[src/rtl/cpu_irq_pkg.sv]
// Shared types and constants for the cpu_irq_ctrl interrupt/exception controller.
package cpu_irq_pkg;

    typedef enum logic [1:0] {
        IDLE    = 2'd0,
        TAKE    = 2'd1,
        SERVICE = 2'd2
    } state_t;

    localparam logic [31:0] IRQ_VECTOR_DEF = 32'h8000_0004;
    localparam logic [31:0] EXC_VECTOR_DEF = 32'h8000_0008;

    localparam int CAUSE_W    = 8;
    localparam int EXC_CODE_W = 5;

    // cause[7] flags an exception; cause[6:0] carries the code or IRQ index
    localparam int CAUSE_EXC_BIT = 7;
    localparam int CAUSE_IDX_MSB = 6;

endpackage

[src/rtl/irq_prio_enc.sv]
// Lowest-index-wins priority encoder over the registered pending vector.
module irq_prio_enc #(
    parameter int NUM_IRQ = 4
) (
    input  logic [NUM_IRQ-1:0] req,
    output logic               valid,
    output logic [6:0]         index
);

    // Scanning downward lets the lowest set bit overwrite any higher one
    always_comb begin
        valid = 1'b0;
        index = 7'd0;
        for (int i = NUM_IRQ - 1; i >= 0; i--) begin
            if (req[i]) begin
                valid = 1'b1;
                index = 7'(i);
            end
        end
    end

endmodule

[src/rtl/cpu_irq_ctrl.sv]
// Interrupt/exception entry and return controller synchronised to the commit point.
// Build option IRQ_EDGE_EN switches the IRQ lines from level to rising-edge capture.
module cpu_irq_ctrl
    import cpu_irq_pkg::*;
#(
    parameter int                 NUM_IRQ    = 4,
    parameter logic [NUM_IRQ-1:0] MASK_RST   = '1,
    parameter logic [31:0]        IRQ_VECTOR = IRQ_VECTOR_DEF,
    parameter logic [31:0]        EXC_VECTOR = EXC_VECTOR_DEF
) (
    input  logic                  clk,
    input  logic                  reset,
    input  logic [NUM_IRQ-1:0]    irq_in,
    input  logic                  exc_req,
    input  logic [EXC_CODE_W-1:0] exc_code,
    input  logic                  commit_valid,
    input  logic [31:0]           pc_cur,
    input  logic                  eret,
    input  logic                  mask_wr,
    input  logic [NUM_IRQ-1:0]    mask_wdata,
    output logic                  take,
    output logic [31:0]           take_vector,
    output logic [31:0]           epc,
    output logic [CAUSE_W-1:0]    cause,
    output logic                  in_service,
    output logic [NUM_IRQ-1:0]    irq_mask,
    output logic [NUM_IRQ-1:0]    irq_pending,
    output logic                  ret_valid,
    output logic [31:0]           ret_pc,
    output logic                  fault
);

    state_t                  state;
    logic                    exc_pend;
    logic [EXC_CODE_W-1:0]   exc_code_q;
    logic                    prio_valid;
    logic [6:0]              prio_index;
    logic                    irq_eligible;

    irq_prio_enc #(.NUM_IRQ(NUM_IRQ)) u_prio (
        .req   (irq_pending),
        .valid (prio_valid),
        .index (prio_index)
    );

    // Interrupts only preempt user-mode code (pc_cur[31] clear)
    assign irq_eligible = prio_valid && !pc_cur[31];

`ifdef IRQ_EDGE_EN
    logic [NUM_IRQ-1:0] irq_q;
    logic [NUM_IRQ-1:0] take_clr;

    always_comb begin
        take_clr = '0;
        for (int i = 0; i < NUM_IRQ; i++) begin
            take_clr[i] = (state == TAKE) && !cause[CAUSE_EXC_BIT] &&
                          (cause[CAUSE_IDX_MSB:0] == 7'(i));
        end
    end
`endif

    always_ff @(posedge clk) begin
        if (reset) begin
            irq_mask    <= MASK_RST;
            irq_pending <= '0;
`ifdef IRQ_EDGE_EN
            irq_q       <= '0;
`endif
        end else begin
            if (mask_wr) begin
                irq_mask <= mask_wdata;
            end
`ifdef IRQ_EDGE_EN
            irq_q       <= irq_in;
            irq_pending <= (irq_pending & ~take_clr) | (irq_in & ~irq_q & irq_mask);
`else
            irq_pending <= irq_in & irq_mask;
`endif
        end
    end

    always_ff @(posedge clk) begin
        if (reset) begin
            state       <= IDLE;
            take        <= 1'b0;
            take_vector <= '0;
            epc         <= '0;
            cause       <= '0;
            in_service  <= 1'b0;
            ret_valid   <= 1'b0;
            ret_pc      <= '0;
            fault       <= 1'b0;
            exc_pend    <= 1'b0;
            exc_code_q  <= '0;
        end else begin
            take        <= 1'b0;
            take_vector <= '0;
            ret_valid   <= 1'b0;
            ret_pc      <= '0;

            case (state)
                IDLE: begin
                    if (commit_valid && exc_pend) begin
                        state       <= TAKE;
                        take        <= 1'b1;
                        take_vector <= EXC_VECTOR;
                        epc         <= pc_cur + 32'd4;
                        cause       <= {1'b1, {(CAUSE_W-1-EXC_CODE_W){1'b0}}, exc_code_q};
                        exc_pend    <= 1'b0;
                    end else if (commit_valid && irq_eligible) begin
                        state       <= TAKE;
                        take        <= 1'b1;
                        take_vector <= IRQ_VECTOR;
                        epc         <= pc_cur;
                        cause       <= {1'b0, prio_index};
                    end
                end
                TAKE: begin
                    state      <= SERVICE;
                    in_service <= 1'b1;
                end
                SERVICE: begin
                    if (eret) begin
                        state      <= IDLE;
                        in_service <= 1'b0;
                        ret_valid  <= 1'b1;
                        ret_pc     <= epc;
                    end
                end
                default: state <= IDLE;
            endcase

            // A fresh request in IDLE overrides the clear above; outside IDLE it is a double fault
            if (exc_req) begin
                if (state == IDLE) begin
                    exc_pend   <= 1'b1;
                    exc_code_q <= exc_code;
                end else begin
                    fault <= 1'b1;
                end
            end
        end
    end

endmodule

[config.mk]
export PLATFORM = sky130hd
export DESIGN_NAME = cpu_irq_ctrl
export DESIGN_NICKNAME = d
export VERILOG_FILES = /design/src/rtl/cpu_irq_pkg.sv /design/src/rtl/irq_prio_enc.sv /design/src/rtl/cpu_irq_ctrl.sv
export SDC_FILE = /design/constraint.sdc
export NUM_CORES = 1
export LEC_CHECK = 0
export ABC_AREA = 1
export ABC_CLOCK_PERIOD_IN_PS = 1400
export CAP_MARGIN = 10
export CORE_MARGIN = 2
export CORE_UTILIZATION = 45
export DETAILED_ROUTE_END_ITERATION = 10
export DONT_BUFFER_PORTS = 1
export MAX_ROUTING_LAYER = met4
export SYNTH_ARGS = -nofsm -noshare
export SYNTH_HDL_FRONTEND = slang
export SYNTH_SLANG_ARGS = --single-unit
[constraint.sdc]
create_clock -name clk -period 1.4 [get_ports clk]
set_input_delay 0.28 -clock clk [delete_from_list [all_inputs] [get_ports clk]]
set_output_delay 0.28 -clock clk [all_outputs]
set_load 0.05 [all_outputs]
* Yosys cells after proc, flatten, opt, wreduce, memory -nomap -nowiden
Index checks and enable logic that the tools add are counted.
Operators by class: $add $sub $neg 1, equality and inequality tests 4, multiplexer cells 27, bitwise logic cells 4, reductions and logical operators 16
Operator list (count):
- 32-bit 2-to-1 mux | 4
- 32-bit by 3-bit adder with 32-bit output, second input constant | 1
- 8-bit 2-to-1 mux | 2
- 2-bit 2-to-1 mux | 7
- 1-bit 2-to-1 mux | 12
- 2-bit AND reduction | 5
- 2-bit one-hot mux with 3 select lines | 1
- 3-bit OR reduction | 2
- 4-bit AND | 1
- 2-bit nonzero test | 2
- 2-bit OR reduction | 2
- 1-bit logical AND | 3
- 3-bit != test, second input constant | 1
- 1-bit NOT | 3
- 2-bit by 1-bit == test with 1-bit output, second input constant | 1
- 2-bit == test, second input constant | 1
- 2-bit logical NOT | 1
- 2-bit != test, second input constant | 1
- 1-bit one-hot mux with 2 select lines | 1
- 1-bit logical NOT | 1
Storage, ports and cells: register bits after elaboration 124, bits of input ports 51, output and inout port bits 116

* Logic depth before layout (Yosys ltp)
depth in word-level cells 9, depth in mapped cells 10

* By module
A second synthesis with hierarchy kept.
Unflattened totals: cells, all modules 591, area total of the unflattened synthesis 4337.9 um^2
By module, submodules not included:
- cpu_irq_ctrl | instances 1, cells each 577, area each 4260.3 um^2
- irq_prio_enc | instances 1, cells each 14, area each 77.6 um^2

* Least setup slack after synthesis
Ideal clock, no wire load.
path kind reg2reg, from reg irq_pending[0], to reg epc[26], library setup time 0.118 ns, arrival time 1.471 ns, path slack -0.188 ns, stages on the path, launching flop included 9, period minus slack after synthesis 1.588 ns, path through dfxtp_1 -> inv_1 -> nand3_1 -> nand4_1 -> nand2_2 -> buf_2 -> nand2_1 -> nor2_1 -> nor2_1
On the way: word-level cells in the longest chain between the ends 5
Ends and longest elaborated chain:
- from (decl) | RTL line cpu_irq_ctrl.sv:27 | output logic [NUM_IRQ-1:0] irq_pending,
- from (signal assigned) | RTL line cpu_irq_ctrl.sv:77 | irq_pending <= irq_in & irq_mask;
- 1-bit 2-to-1 mux | RTL line irq_prio_enc.sv:15 | if (req[i]) begin
- 1-bit logical AND | RTL line cpu_irq_ctrl.sv:47 | assign irq_eligible = prio_valid && !pc_cur[31];
- 1-bit logical AND | RTL line cpu_irq_ctrl.sv:110 | end else if (commit_valid && irq_eligible) begin
- 2-bit nonzero test (no source line)
- 2-bit AND reduction (no source line)
- to (signal assigned) | RTL line cpu_irq_ctrl.sv:107 | epc <= pc_cur + 32'd4;
- to (signal assigned) | RTL line cpu_irq_ctrl.sv:114 | epc <= pc_cur;
- to (decl) | RTL line cpu_irq_ctrl.sv:23 | output logic [31:0] epc,
No other way between the ends. A chain may end at the register's enable or synchronous reset.

* Final worst setup path
from reg irq_pending[3], to reg epc[16]
On the way: word-level cells in the longest chain between the ends 8
Ends and longest elaborated chain (RTL line):
- 1-bit 2-to-1 mux (4 in a row) | irq_prio_enc.sv:15
- 1-bit logical AND | cpu_irq_ctrl.sv:47
- 1-bit logical AND | cpu_irq_ctrl.sv:110
- 2-bit nonzero test (no source line)
- 2-bit AND reduction (no source line)
No other way between the ends.

==> impl_metrics.csv <==
group,metric,value,unit
outcome,status,"complete, but fails checks",
outcome,violations,"negative hold slack",
power_and_ir_drop,design_power_total,0.00605,W
timing,slew_viol_final,0,
global_route,overflow,0,
die,io_pins,167,
power_and_ir_drop,clock_power_share,27.7,%
route,drt-vias-per-instance,4.76,
cts,worstSkewPairLatency,0.35,ns
die,die_area,0.0101,mm²
logic_synthesis,yosys_warnings,0,
worst_hold_path,min_path_cells,1,
route,drc,0,
logic_synthesis,ys_types,30,
critical_path,worstSetupPathType,"reg -> reg",
logic_synthesis,synth_area,0.00419,mm²
timing,clock_skew,0.00663,ns
critical_path,cp.required,1.65,ns
cts,htree_levels,3,
die,chipWidth,101,µm
cts,clock_path_buffers,2,
critical_path,worstSetupStartpointType,"flip-flop",
run,max_cap_viol_count,0,
route,post_drt_wl_per_cell,14.1,µm
cells_and_area,fin_util,53.8,%
power_and_ir_drop,switching_share,35.1,%
critical_path,arrival,1.64,ns
route,ant_nets,0,
timing,hold_viol,14,
cts,cts_buffers,9,
timing,worst_hold_slack,-0.0222,ns
cells_and_area,layout_commonest_cell,"nand2_1",
timing,slew_headroom,62.6,%
power_and_ir_drop,leakagePower,2.21,nW
critical_path,crit_path_end_kind,"flip-flop",
die,coreArea,0.00915,mm²
logic_synthesis,synth.ff_latch_count,92,
route,vias,3402,
power_and_ir_drop,pwr-share-comb,23.0,%
route,drt-initial-drc-count,111,
route,drt_pass1_iterations,4,
power_and_ir_drop,power.density,1230,mW/mm²
global_route,grt_max_degree,32,
global_route,grt_usage,20.2,%
critical_path,reg2regPathDepth,8,
cells_and_area,final_cell_mix,"nand2_1 (90), dfxtp_1 (86), inv_1 (72)",
placed_design,gp_congestion,0.912,
placed_design,dp_hpwl,7.59,mm
worst_hold_path,hold_path.class,"in -> reg",
logic_synthesis,avgSynthCellArea,7.61,µm²
timing,rsz0062_at_grt,"true",
logic_synthesis,synth-async-reset-ratio,0,%
timing,tns,0,ns
timing,fin_crit_sh,99.1,%
cells_and_area,drive_above_1_share,22.7,%
cells_and_area,antenna_cells,0,
cts,cts_hold_buf,2,
cells_and_area,fillers,890,
critical_path,regToRegStartpoint,"irq_pending[3]$_SDFF_PP0_",
worst_hold_path,min-delay-start,"reset",
logic_synthesis,ys.flop_type,"dfxtp_1",
die,start_util,45.8,%
logic_synthesis,netlist_instances,551,
power_and_ir_drop,seqPwrFrac,49.2,%
timing,finalCriticalPeriod,1.39,ns
cts,clockRootBuffer,"clkbuf_8",
power_and_ir_drop,p_int,0.00393,W
logic_synthesis,synth.area.top_cells,"dfxtp_1 (44%), nand2_1 (8.3%), inv_1 (6.5%)",
logic_synthesis,synth_enable_flop_cells,0,
logic_synthesis,synth-seq-area-share,43.9,%
global_route,antenna_found_initial,0,
logic_synthesis,yosys.area.top_type,"dfxtp_1",
cts,cts.sinks,92,
global_route,grt_pass1_wl,15.5,mm
cts,cts_tree,"built",
timing,worstMarginPinSlew,0.561,ns
critical_path,crit_path_max_fanout,5,
cells_and_area,final_nets,652,
power_and_ir_drop,p_sw,0.00212,W
die,die_h,101,µm
global_route,grt_pass1_vias,3115,
cells_and_area,area_delta_synth_final,17.5,%
route,totalWireLength,10.1,mm
placed_design,port_buffers,0,
timing,setup_viol,0,
cts,cts.clk_slew.worst_paths,0.09,ns
die,rows,35,
logic_synthesis,synth_top_area_share,43.9,%
power_and_ir_drop,ir_worst_vdd,0.551,mV
critical_path,critPathLaunch,"irq_pending[3]$_SDFF_PP0_",
timing,fmax,0.721,GHz
-- flip-flops by register name (all words and copies together) (netlist names), 2 cells and up, named ones only --
| register | count |
|---|---|
| irq_mask | 4 |
| exc_code_q | 5 |
| cause | 6 |
| take_vector | 3 |
| irq_pending | 4 |
| ret_pc | 32 |
| epc | 32 |
| state | 2 |
-- final cells by class --
| class | count | area [µm²] | share of cell area, % |
|---|---|---|---|
| Inverter | 78 | 295 | 6.00 |
| Clock inverter | 5 | 35.0 | 0.711 |
| Clock buffer | 10 | 149 | 3.02 |
| Tap cell | 111 | 139 | 2.82 |
| Multi-Input combinational cell | 362 | 1930 | 39.2 |
| Timing Repair Buffer | 57 | 523 | 10.6 |
| Sequential cell | 92 | 1850 | 37.6 |
-- metal layers --
metal  vias to the layer above  global-route usage (%)  share of wire, %
met5                         -                       -                 0
met4                         0                    7.69               1.9
li1                       1761                       -                 -
met1                      1501                    25.5                44
met3                        15                    6.38               8.4
met2                       125                    30.3                46
-- synthesized netlist by cell type (2+ instances only) --
master,number
nor2_8,3
nand2_2,7
nand3_1,35
buf_2,6
nand3b_1,2
nand4_1,8
clkbuf_1,6
buf_4,33
buf_6,3
o21ai_0,37
o211ai_1,2
xor2_1,6
nor2_4,8
inv_1,73
nor3_1,3
nand3_2,5
a21oi_1,38
inv_2,5
dfxtp_1,92
xnor2_1,10
nand2_1,93
nor2_1,63
nor2_2,6
-- logic make-up after synthesis --
family	after synthesis	share of synthesized area (%)
other	1	0.0895
AO/OA/AOI/OAI	78	9.58
adder cells (fa/ha/maj)	1	0.298
AND/OR/NAND/NOR	236	27.7
buffers and inverters	127	15.0
XOR/XNOR	16	3.34
flip-flops	92	43.9
-- critical path, cell delays in order (launching register included) --
cell and delay (ns):
dfxtp_2 0.34, nor2_4 0.12, nand3_2 0.09, buf_6 0.13, a21boi_4 0.25, clkbuf_16 0.20
a21oi_2 0.05, nand2_1 0.06, inv_1 0.04
-- power by group through the flow --
stage	clock network (W)	registers [W]	logic, W
final	0.00168	0.00298	0.00139
after global routing	0.00186	0.00300	0.00151
after CTS	0.00173	0.00298	0.00132
after detailed placement	0	0.00303	0.00129
after global placement	0	0.00303	0.00128
after floorplan	0	0.00338	0.000686
-- stage by stage --
stage	cell area [µm²]	std cells	setup slack [ns]
floorplan	4310	581	0.00880
global placement	4520	691	0.0177
detailed placement	4520	691	-0.0542
CTS	4770	712	0.0154
global route	4920	715	-0.0383
finish	4920	715	0.0126
-- what timing repair did --
action | 4_1_cts | 5_1_grt
endpoints found under the hold margin | 15 | 14
gates cloned | 0 | 2
pin swaps | 5 | 17
resized for setup | 6 | 37
endpoints found under the setup margin | 6 | 27
buffers inserted | 4 | 3
-- path summary, 6_finish.rpt --
check	endpoint	slack (ns)
worst min register to register	exc_code_q[0]$_SDFFE_PP0P_	0.45
worst max-delay path	epc[16]$_SDFFE_PP0P_	0.01
worst min-delay path	epc[9]$_SDFFE_PP0P_	-0.02
worst max register to register	epc[16]$_SDFFE_PP0P_	0.01
No activity file was read; power rests on OpenSTA's default activity.
